--- src/rtl/seq_detect_ctrl_if.sv ---
// Word-in / result-out handshake bundle for the 1011 sequence detector.
interface seq_detect_ctrl_if #(
    parameter int unsigned WIDTH = 8
);
    logic             in_valid;
    logic [WIDTH-1:0] in_data;
    logic             in_ready;
    logic             out_valid;
    logic             out_ready;
    logic [7:0]       out_count;

    modport master (
        output in_valid, in_data, out_ready,
        input  in_ready, out_valid, out_count
    );

    modport slave (
        input  in_valid, in_data, out_ready,
        output in_ready, out_valid, out_count
    );
endinterface

--- src/rtl/seq_detect_ctrl.sv ---
// Serialises each input word MSB first through an overlapping 1011 Mealy detector,
// reporting per-word match counts and a saturating running total.
module seq_detect_ctrl #(
    parameter int unsigned WIDTH = 8,
    parameter int unsigned CNT_W = 16
) (
    input  logic               clk,
    input  logic               rst,
    input  logic               clr,
    seq_detect_ctrl_if.slave   bus,
    output logic               match,
    output logic [CNT_W-1:0]   total_count,
    output logic               busy
);

    localparam int unsigned IDX_W  = $clog2(WIDTH + 1);
    localparam int unsigned OCNT_W = 8;

    typedef enum logic [1:0] {IDLE, SHIFT, DONE} ctrl_t;
    typedef enum logic [1:0] {S0, S1, S10, S101} det_t;

    ctrl_t             state;
    det_t              det;
    det_t              det_nxt;
    logic              hit_c;
    logic [WIDTH-1:0]  sreg;
    logic [IDX_W-1:0]  idx;
    logic              x;
    logic              shift_en;
    logic              last_bit;
    logic              hit_eff;

    assign x        = sreg[WIDTH-1];
    assign shift_en = (state == SHIFT);
    assign last_bit = (idx == IDX_W'(WIDTH - 1));
    // A clear on the same edge as a hit swallows the hit entirely.
    assign hit_eff  = shift_en & hit_c & ~clr;

    // Detector transition and match decode for the bit currently at the MSB.
    always_comb begin
        det_nxt = det;
        hit_c   = 1'b0;
        case (det)
            S0:   det_nxt = x ? S1   : S0;
            S1:   det_nxt = x ? S1   : S10;
            S10:  det_nxt = x ? S101 : S0;
            S101: begin
                det_nxt = x ? S1 : S10;
                hit_c   = x;
            end
            default: det_nxt = S0;
        endcase
    end

    // Controller: accept a word, shift WIDTH bits, hold the result until consumed.
    always_ff @(posedge clk or negedge rst) begin
        if (!rst) begin
            state         <= IDLE;
            sreg          <= '0;
            idx           <= '0;
            bus.in_ready  <= 1'b1;
            bus.out_valid <= 1'b0;
            bus.out_count <= '0;
            busy          <= 1'b0;
        end else begin
            case (state)
                IDLE: begin
                    if (bus.in_valid) begin
                        sreg          <= bus.in_data;
                        idx           <= '0;
                        bus.out_count <= '0;
                        bus.in_ready  <= 1'b0;
                        busy          <= 1'b1;
                        state         <= SHIFT;
                    end
                end
                SHIFT: begin
                    sreg <= {sreg[WIDTH-2:0], 1'b0};
                    idx  <= idx + IDX_W'(1);
                    if (hit_eff) begin
                        bus.out_count <= bus.out_count + OCNT_W'(1);
                    end
                    if (last_bit) begin
                        bus.out_valid <= 1'b1;
                        state         <= DONE;
                    end
                end
                DONE: begin
                    if (bus.out_ready) begin
                        bus.out_valid <= 1'b0;
                        bus.in_ready  <= 1'b1;
                        busy          <= 1'b0;
                        state         <= IDLE;
                    end
                end
                default: begin
                    state <= IDLE;
                end
            endcase
        end
    end

    // Detector state persists across words; only shift edges advance it.
    always_ff @(posedge clk or negedge rst) begin
        if (!rst) begin
            det         <= S0;
            match       <= 1'b0;
            total_count <= '0;
        end else begin
            match <= 1'b0;
            if (clr) begin
                det         <= S0;
                total_count <= '0;
            end else if (shift_en) begin
                det <= det_nxt;
                if (hit_c) begin
                    match <= 1'b1;
                    if (total_count != {CNT_W{1'b1}}) begin
                        total_count <= total_count + CNT_W'(1);
                    end
                end
            end
        end
    end

endmodule

--- src/flat_wrapper.sv ---
// flat-port wrapper written by rule: the top's interface ports become plain ports
module seq_detect_ctrl_flat 
#(
    parameter int unsigned WIDTH = 8,
    parameter int unsigned CNT_W = 16
)
  (clk, rst, clr, match, total_count, busy, bus_in_valid, bus_in_data, bus_out_ready, bus_in_ready, bus_out_valid, bus_out_count);
  seq_detect_ctrl_if #(.WIDTH(WIDTH)) bus_i ();
  input  logic clk;
  input  logic rst;
  input  logic clr;
  output logic match;
  output logic [CNT_W-1:0] total_count;
  output logic busy;
  input wire logic [$bits(bus_i.in_valid)-1:0] bus_in_valid;
  input wire logic [$bits(bus_i.in_data)-1:0] bus_in_data;
  input wire logic [$bits(bus_i.out_ready)-1:0] bus_out_ready;
  output wire logic [$bits(bus_i.in_ready)-1:0] bus_in_ready;
  output wire logic [$bits(bus_i.out_valid)-1:0] bus_out_valid;
  output wire logic [$bits(bus_i.out_count)-1:0] bus_out_count;
  assign bus_i.in_valid = bus_in_valid;
  assign bus_i.in_data = bus_in_data;
  assign bus_i.out_ready = bus_out_ready;
  assign bus_in_ready = bus_i.in_ready;
  assign bus_out_valid = bus_i.out_valid;
  assign bus_out_count = bus_i.out_count;
  seq_detect_ctrl #(.WIDTH(WIDTH), .CNT_W(CNT_W)) u_core (.clk(clk), .rst(rst), .clr(clr), .bus(bus_i), .match(match), .total_count(total_count), .busy(busy));
endmodule
--- config.mk ---
export PLATFORM = sky130hd
export DESIGN_NAME = seq_detect_ctrl_flat
export DESIGN_NICKNAME = d
export VERILOG_FILES = /design/src/rtl/seq_detect_ctrl_if.sv /design/src/rtl/seq_detect_ctrl.sv /design/src/flat_wrapper.sv
export SDC_FILE = /design/constraint.sdc
export NUM_CORES = 1
export LEC_CHECK = 0
export ABC_CLOCK_PERIOD_IN_PS = 2100
export BUFFER_PORTS_ARGS = -buffer_cell sky130_fd_sc_hd__buf_2
export CAP_MARGIN = 20
export CORE_MARGIN = 3
export CORE_UTILIZATION = 55
export DETAILED_ROUTE_END_ITERATION = 8
export PLACE_DENSITY = 0.79
export SLEW_MARGIN = 20
export SYNTH_ARGS = -nofsm -noshare
export SYNTH_HDL_FRONTEND = slang
export SYNTH_SLANG_ARGS = --single-unit
--- constraint.sdc ---
create_clock -name clk -period 2.1 [get_ports clk]
set_input_delay 0.42 -clock clk [delete_from_list [all_inputs] [get_ports clk]]
set_output_delay 0.42 -clock clk [all_outputs]
set_load 0.05 [all_outputs]
After elaboration in Yosys (flattened, before gate mapping)
Index checks and enable logic that the tools add are counted.
Operators by class
  $lt $le $gt $ge: 0
  div/mod/pow operators: 0
  equality and inequality tests: 11
  bitwise logic cells: 3
  shift operators: 0
  multiply operators: 0
  mux-type cells: 33
  add/sub/neg operators: 3
  reduce and logical (&&, ||, !) cells: 15
Operators by type and width (number)
  $mux 16: 4
  $pmux 8 s2: 2
  $mux 8: 3
  $add 16x1->16 const B: 1
  $ne 16x16->1 const B: 1
  $reduce_and 3->1: 5
  $mux 2: 7
  $pmux 2 s3: 2
  $reduce_bool 2->1: 6
  $mux 1: 10
  $add 8x1->8 const B: 1
  $ne 2x2->1 const B: 4
  $pmux 4 s2: 1
  $eq 2x2->1 const B: 3
  $pmux 1 s2: 3
  $add 4x1->4 const B: 1
  $eq 2x1->1 const B: 2
  $eq 4x3->1 const B: 1
  $logic_not 2->1: 2
  $mux 4: 1
  $and 1x1->1: 2
  $reduce_and 2->1: 1
  $reduce_or 2->1: 1
  $not 1->1: 1
Storage, ports and cells
  memories: 0
  latch bits: 0
  memory bits (read-only): 0
  logic and storage cells: 75
  memory bits (writable): 0
  bits in registers: 44
  output and inout port bits: 28
  input bits: 13

Longest topological paths before layout
  depth in word-level cells: 6
  mapped depth: 6
  mapped depth without buffers: 5

Worst setup path after synthesis
No wires, ideal clock.
  path kind: register to register
  start: register u_core.total_count[0]
  end: register u_core.total_count[10]
  arrival: 2035 ps
  clock period less this slack: 2162 ps
  setup time: 128 ps
  stages on the path, launching flop included: 7
  buffers on the path: 1
  data required time: 1972 ps
  setup slack: -62 ps
  cells stage by stage: dfrtp_1 -> ha_1 -> nand2_1 -> or3_1 -> buf_4 -> nor4b_2 -> mux2_1
On the way
  word-level cells in the longest chain between the ends: 5
  elaborated cells on any way between the ends: 8
  those cells by class: add/sub: 1; eq/ne: 1; mux: 4; reduce/logical: 2
RTL lines
  start: declaration: RTL line seq_detect_ctrl.sv:12  | output logic [CNT_W-1:0] total_count,
  start signal: assignment: RTL line seq_detect_ctrl.sv:119  | total_count <= total_count + CNT_W'(1);
  $add 16x1->16: RTL line seq_detect_ctrl.sv:119
  $mux 16: RTL line seq_detect_ctrl.sv:118  | if (total_count != {CNT_W{1'b1}}) begin
  $mux 16: RTL line seq_detect_ctrl.sv:116  | if (hit_c) begin
  $mux 16: RTL line seq_detect_ctrl.sv:114  | end else if (shift_en) begin
  $mux 16: RTL line seq_detect_ctrl.sv:111  | if (clr) begin
Several ways; a longest one is shown, not always the timed one. The select of a mux whose other input is x is not followed.
A chain may end at the register's enable or synchronous reset.

Worst setup path after layout
  start: register u_core.total_count[0]
  end: register u_core.total_count[14]
Same word-level chain as after synthesis.

==> impl_metrics.py <==
metrics = {
    "outcome": {
        "outcome": "finished clean",
    },
    "worst_setup_path": {
        "r2r-start": "u_core.total_count[0]",
        "worstPathCellList": "ha_1, nand2_1, or3_1, nor4b_2, mux2_1",
        "crit_cells": 5,
        "cp-startpoint": "u_core.total_count[0]",
        "cp.arrival_ps": 2110,
        "crit_family": "simple AND/OR/NAND/NOR gates",
        "cp_max_fo": 10,
        "reg2regPathDepth": 5,
        "crit_type": "reg2reg",
        "slowest_delay_ps": 490,
        "crit_buf_inv": 0,
        "reg2reg_setup_slack_ps": 160,
        "critPathRequiredTime_ps": 2270,
        "end_kind": "flip-flop",
        "critPathSlowestCell": "or3_1",
        "endpoint": "u_core.total_count[14]",
        "reg2reg_to": "u_core.total_count[14]",
        "critPathLaunchType": "flip-flop",
    },
    "yosys": {
        "synth.largest_area_cell": "dfrtp_1",
        "ys_seq_elements": 44,
        "ys_warn_count": 0,
        "synth.distinct_cells": 48,
        "syn_area_um2": 2342,
        "netlist.area_leader.share": 0.4594,
        "syn_nets": 260,
        "synth-async-reset-ratio": 1.000,
        "yosysMostFrequentCell": "dfrtp_1",
        "synth-edff-count": 0,
        "synth_top_flop_cell": "dfrtp_1",
        "synth.top_cells.by_count": "dfrtp_1 (43), nand2_1 (20), nor2b_1 (18), o21ai_0 (18)",
        "avgSynthCellArea_um2": 9.599,
        "synth_top_cells_by_area": "dfrtp_1 (46%), nor2b_1 (4.8%), o21ai_0 (3.8%)",
        "synthCells": 244,
        "yosysSeqAreaShare": 0.4706,
    },
    "hold_path": {
        "min_path_type": "in2async",
    },
    "grt": {
        "grt_pass1_vias": 1921,
        "grt_first_pass_wirelength_um": 9108,
        "track_usage": 0.2219,
        "grt-ovfl-total": 0,
        "grt_max_degree": 25,
        "antenna_found_initial": 0,
    },
    "power_and_ir_drop": {
        "swShare": 0.3313,
        "clkPwrFrac": 0.238,
        "power_mw": 2.158,
        "ir_worst_vdd_mv": 0.6967,
        "p_leak_nw": 1.284,
        "powerDensity_nw_per_um2": 791.5,
        "pwr-share-seq": 0.498,
        "p_comb_frac": 0.264,
        "power.switching_mw": 0.7150,
        "power.internal_mw": 1.443,
    },
    "route": {
        "top_layer": "met4",
        "ant_nets": 0,
        "route.detailed.drc": 0,
        "drt-met1-wl_um": 2274,
        "wl_met3_um": 199,
        "finalWirelength_um": 5036,
        "viasPerCell": 5.921,
        "first_iter_violations": 191,
        "met2WireLength_um": 2521,
        "wire_per_inst_um": 14.81,
        "vias": 2013,
        "first_pass_iters": 4,
    },
    "placed_design": {
        "gp_congestion": 0.7946,
        "hpwlAfterDp_um": 3726,
        "port_buffers": 40,
    },
    "floorplanning": {
        "initial_core_util": 0.5772,
        "die_h_um": 71.26,
        "core.rowCount": 23,
        "core_um2": 4058,
        "pin_count": 41,
        "dieArea_um2": 5078,
        "die_w_um": 71.26,
    },
    "cts": {
        "cts_resized": 0,
        "numClockSinks": 44,
        "cts_hold_buf": 0,
        "h-tree-depth": 2,
        "cts_tree": "built",
        "root_buffer": "clkbuf_8",
        "ctsLongestPathBuffers": 2,
        "insertion_delay_ps": 290,
        "cts_made_buffers": 5,
        "clk_pin_slew_ps": 80,
        "post_cts_buffers": 0,
    },
    "cells_and_area": {
        "n_antenna_cell": 0,
        "drive_gt1_frac": 0.2241,
        "syn2layout_area_growth_pct": 16.40,
        "nNetsFinal": 305,
    },
    "timing": {
        "post-route-period-util": 0.9218,
        "worst_pin_slew_ps": 523.4,
        "fin_worst_skew_ps": 7.433,
        "period_needed_ps": 1936,
        "fmax_mhz": 516.6,
        "rsz0062_at_grt": "no",
        "slew_headroom": 0.6511,
        "finalHoldViolCount": 0,
        "tns_ps": 0,
        "setup_viol": 0,
        "maxSlewViolCount": 0,
    },
    "job": {
        "drv_cap": 0,
    },
}
## how the worst min path moves through the flow
stage	start	end	slack, ps
finish	rst	u_core.total_count[3]	90
global route	rst	u_core.total_count[3]	120
CTS	rst	u_core.state[0]	110
detailed placement	rst	u_core.total_count[9]	430
global placement	rst	u_core.total_count[9]	420
floorplan	rst	u_core.bus.out_count[0]	120
## layer usage
metal | GRT usage | up-vias
met3 | 0.03366 | 4
li1 | - | 997
met5 | 0 | -
met4 | 0.06263 | 0
met1 | 0.3004 | 965
met2 | 0.3724 | 47
## per-stage QoR
step	utilization	cell area, µm²	std cells	hold WS [ps]	setup slack [ps]
global placement	0.6497	2636	332	424.4	223.2
CTS	0.6707	2721	340	108.1	157.3
finish	0.6719	2726	340	93.79	164.2
detailed placement	0.6497	2636	332	425.4	172.2
global route	0.6719	2726	340	124.7	35.74
floorplan	-	2345	244	124.4	98.29
## logic make-up after synthesis
| family | after synthesis | synth area share |
|---|---|---|
| AND/OR/NAND/NOR | 101 | 0.2479 |
| AO/OA/AOI/OAI | 67 | 0.1806 |
| flip-flops | 44 | 0.4706 |
| buffers and inverters | 17 | 0.02991 |
| multiplexers | 11 | 0.05128 |
| adder cells (fa/ha/maj) | 3 | 0.01603 |
| XOR/XNOR | 1 | 0.003740 |
## layout make-up
class                           instances  area [µm²]
Inverter                                7       26.28
Clock buffer                            7       76.32
Timing Repair Buffer                   48       272.8
Multi-Input combinational cell        183        1175
Sequential cell                        44        1105
Fill cell                             331        1331
Tap cell                               50       62.56
Clock inverter                          1       8.758
## sequential cells by signal, indices dropped and copies added (netlist names)
signal                flops
u_core.match              1
u_core.state              2
u_core.bus.out_count      8
u_core.bus.out_valid      1
u_core.busy               1
u_core.det                2
u_core.total_count       16
u_core.sreg               8
u_core.idx                4
u_core.bus.in_ready       1
## power by group through the flow
stage	registers, mW	clock network [mW]	logic [mW]
after floorplan	1.11	0	0.371
final	1.07	0.514	0.569
after global placement	1.08	0	0.556
after CTS	1.07	0.528	0.573
after global routing	1.09	0.557	0.650
after detailed placement	1.09	0	0.575
## layout by cell type, fill, tap and decap left out, drive strengths merged
cell type   n
a41oi       1
mux2        8
nand3      10
a21o        3
buf        48
nand2b      3
o21bai      1
o21ai      18
or2b        1
ha          3
o311ai      3
and2        1
inv         6
a211oi      1
or3         1
nor2b      18
o31ai       3
and4        1
o22ai       2
o41ai       3
a31oi       5
nand2      20
dfrtp      43
a21oi      16
nor3        8
a22oi       7
nand4b      1
dfstp       1
nor4        6
clkinv      2
nand4       4
nor2       16
mux2i       3
xnor2       1
nor4b       3
clkbuf      7
or4         3
and3        4
and4b       1
a22o        4
No activity file was read; power rests on OpenSTA's default activity.
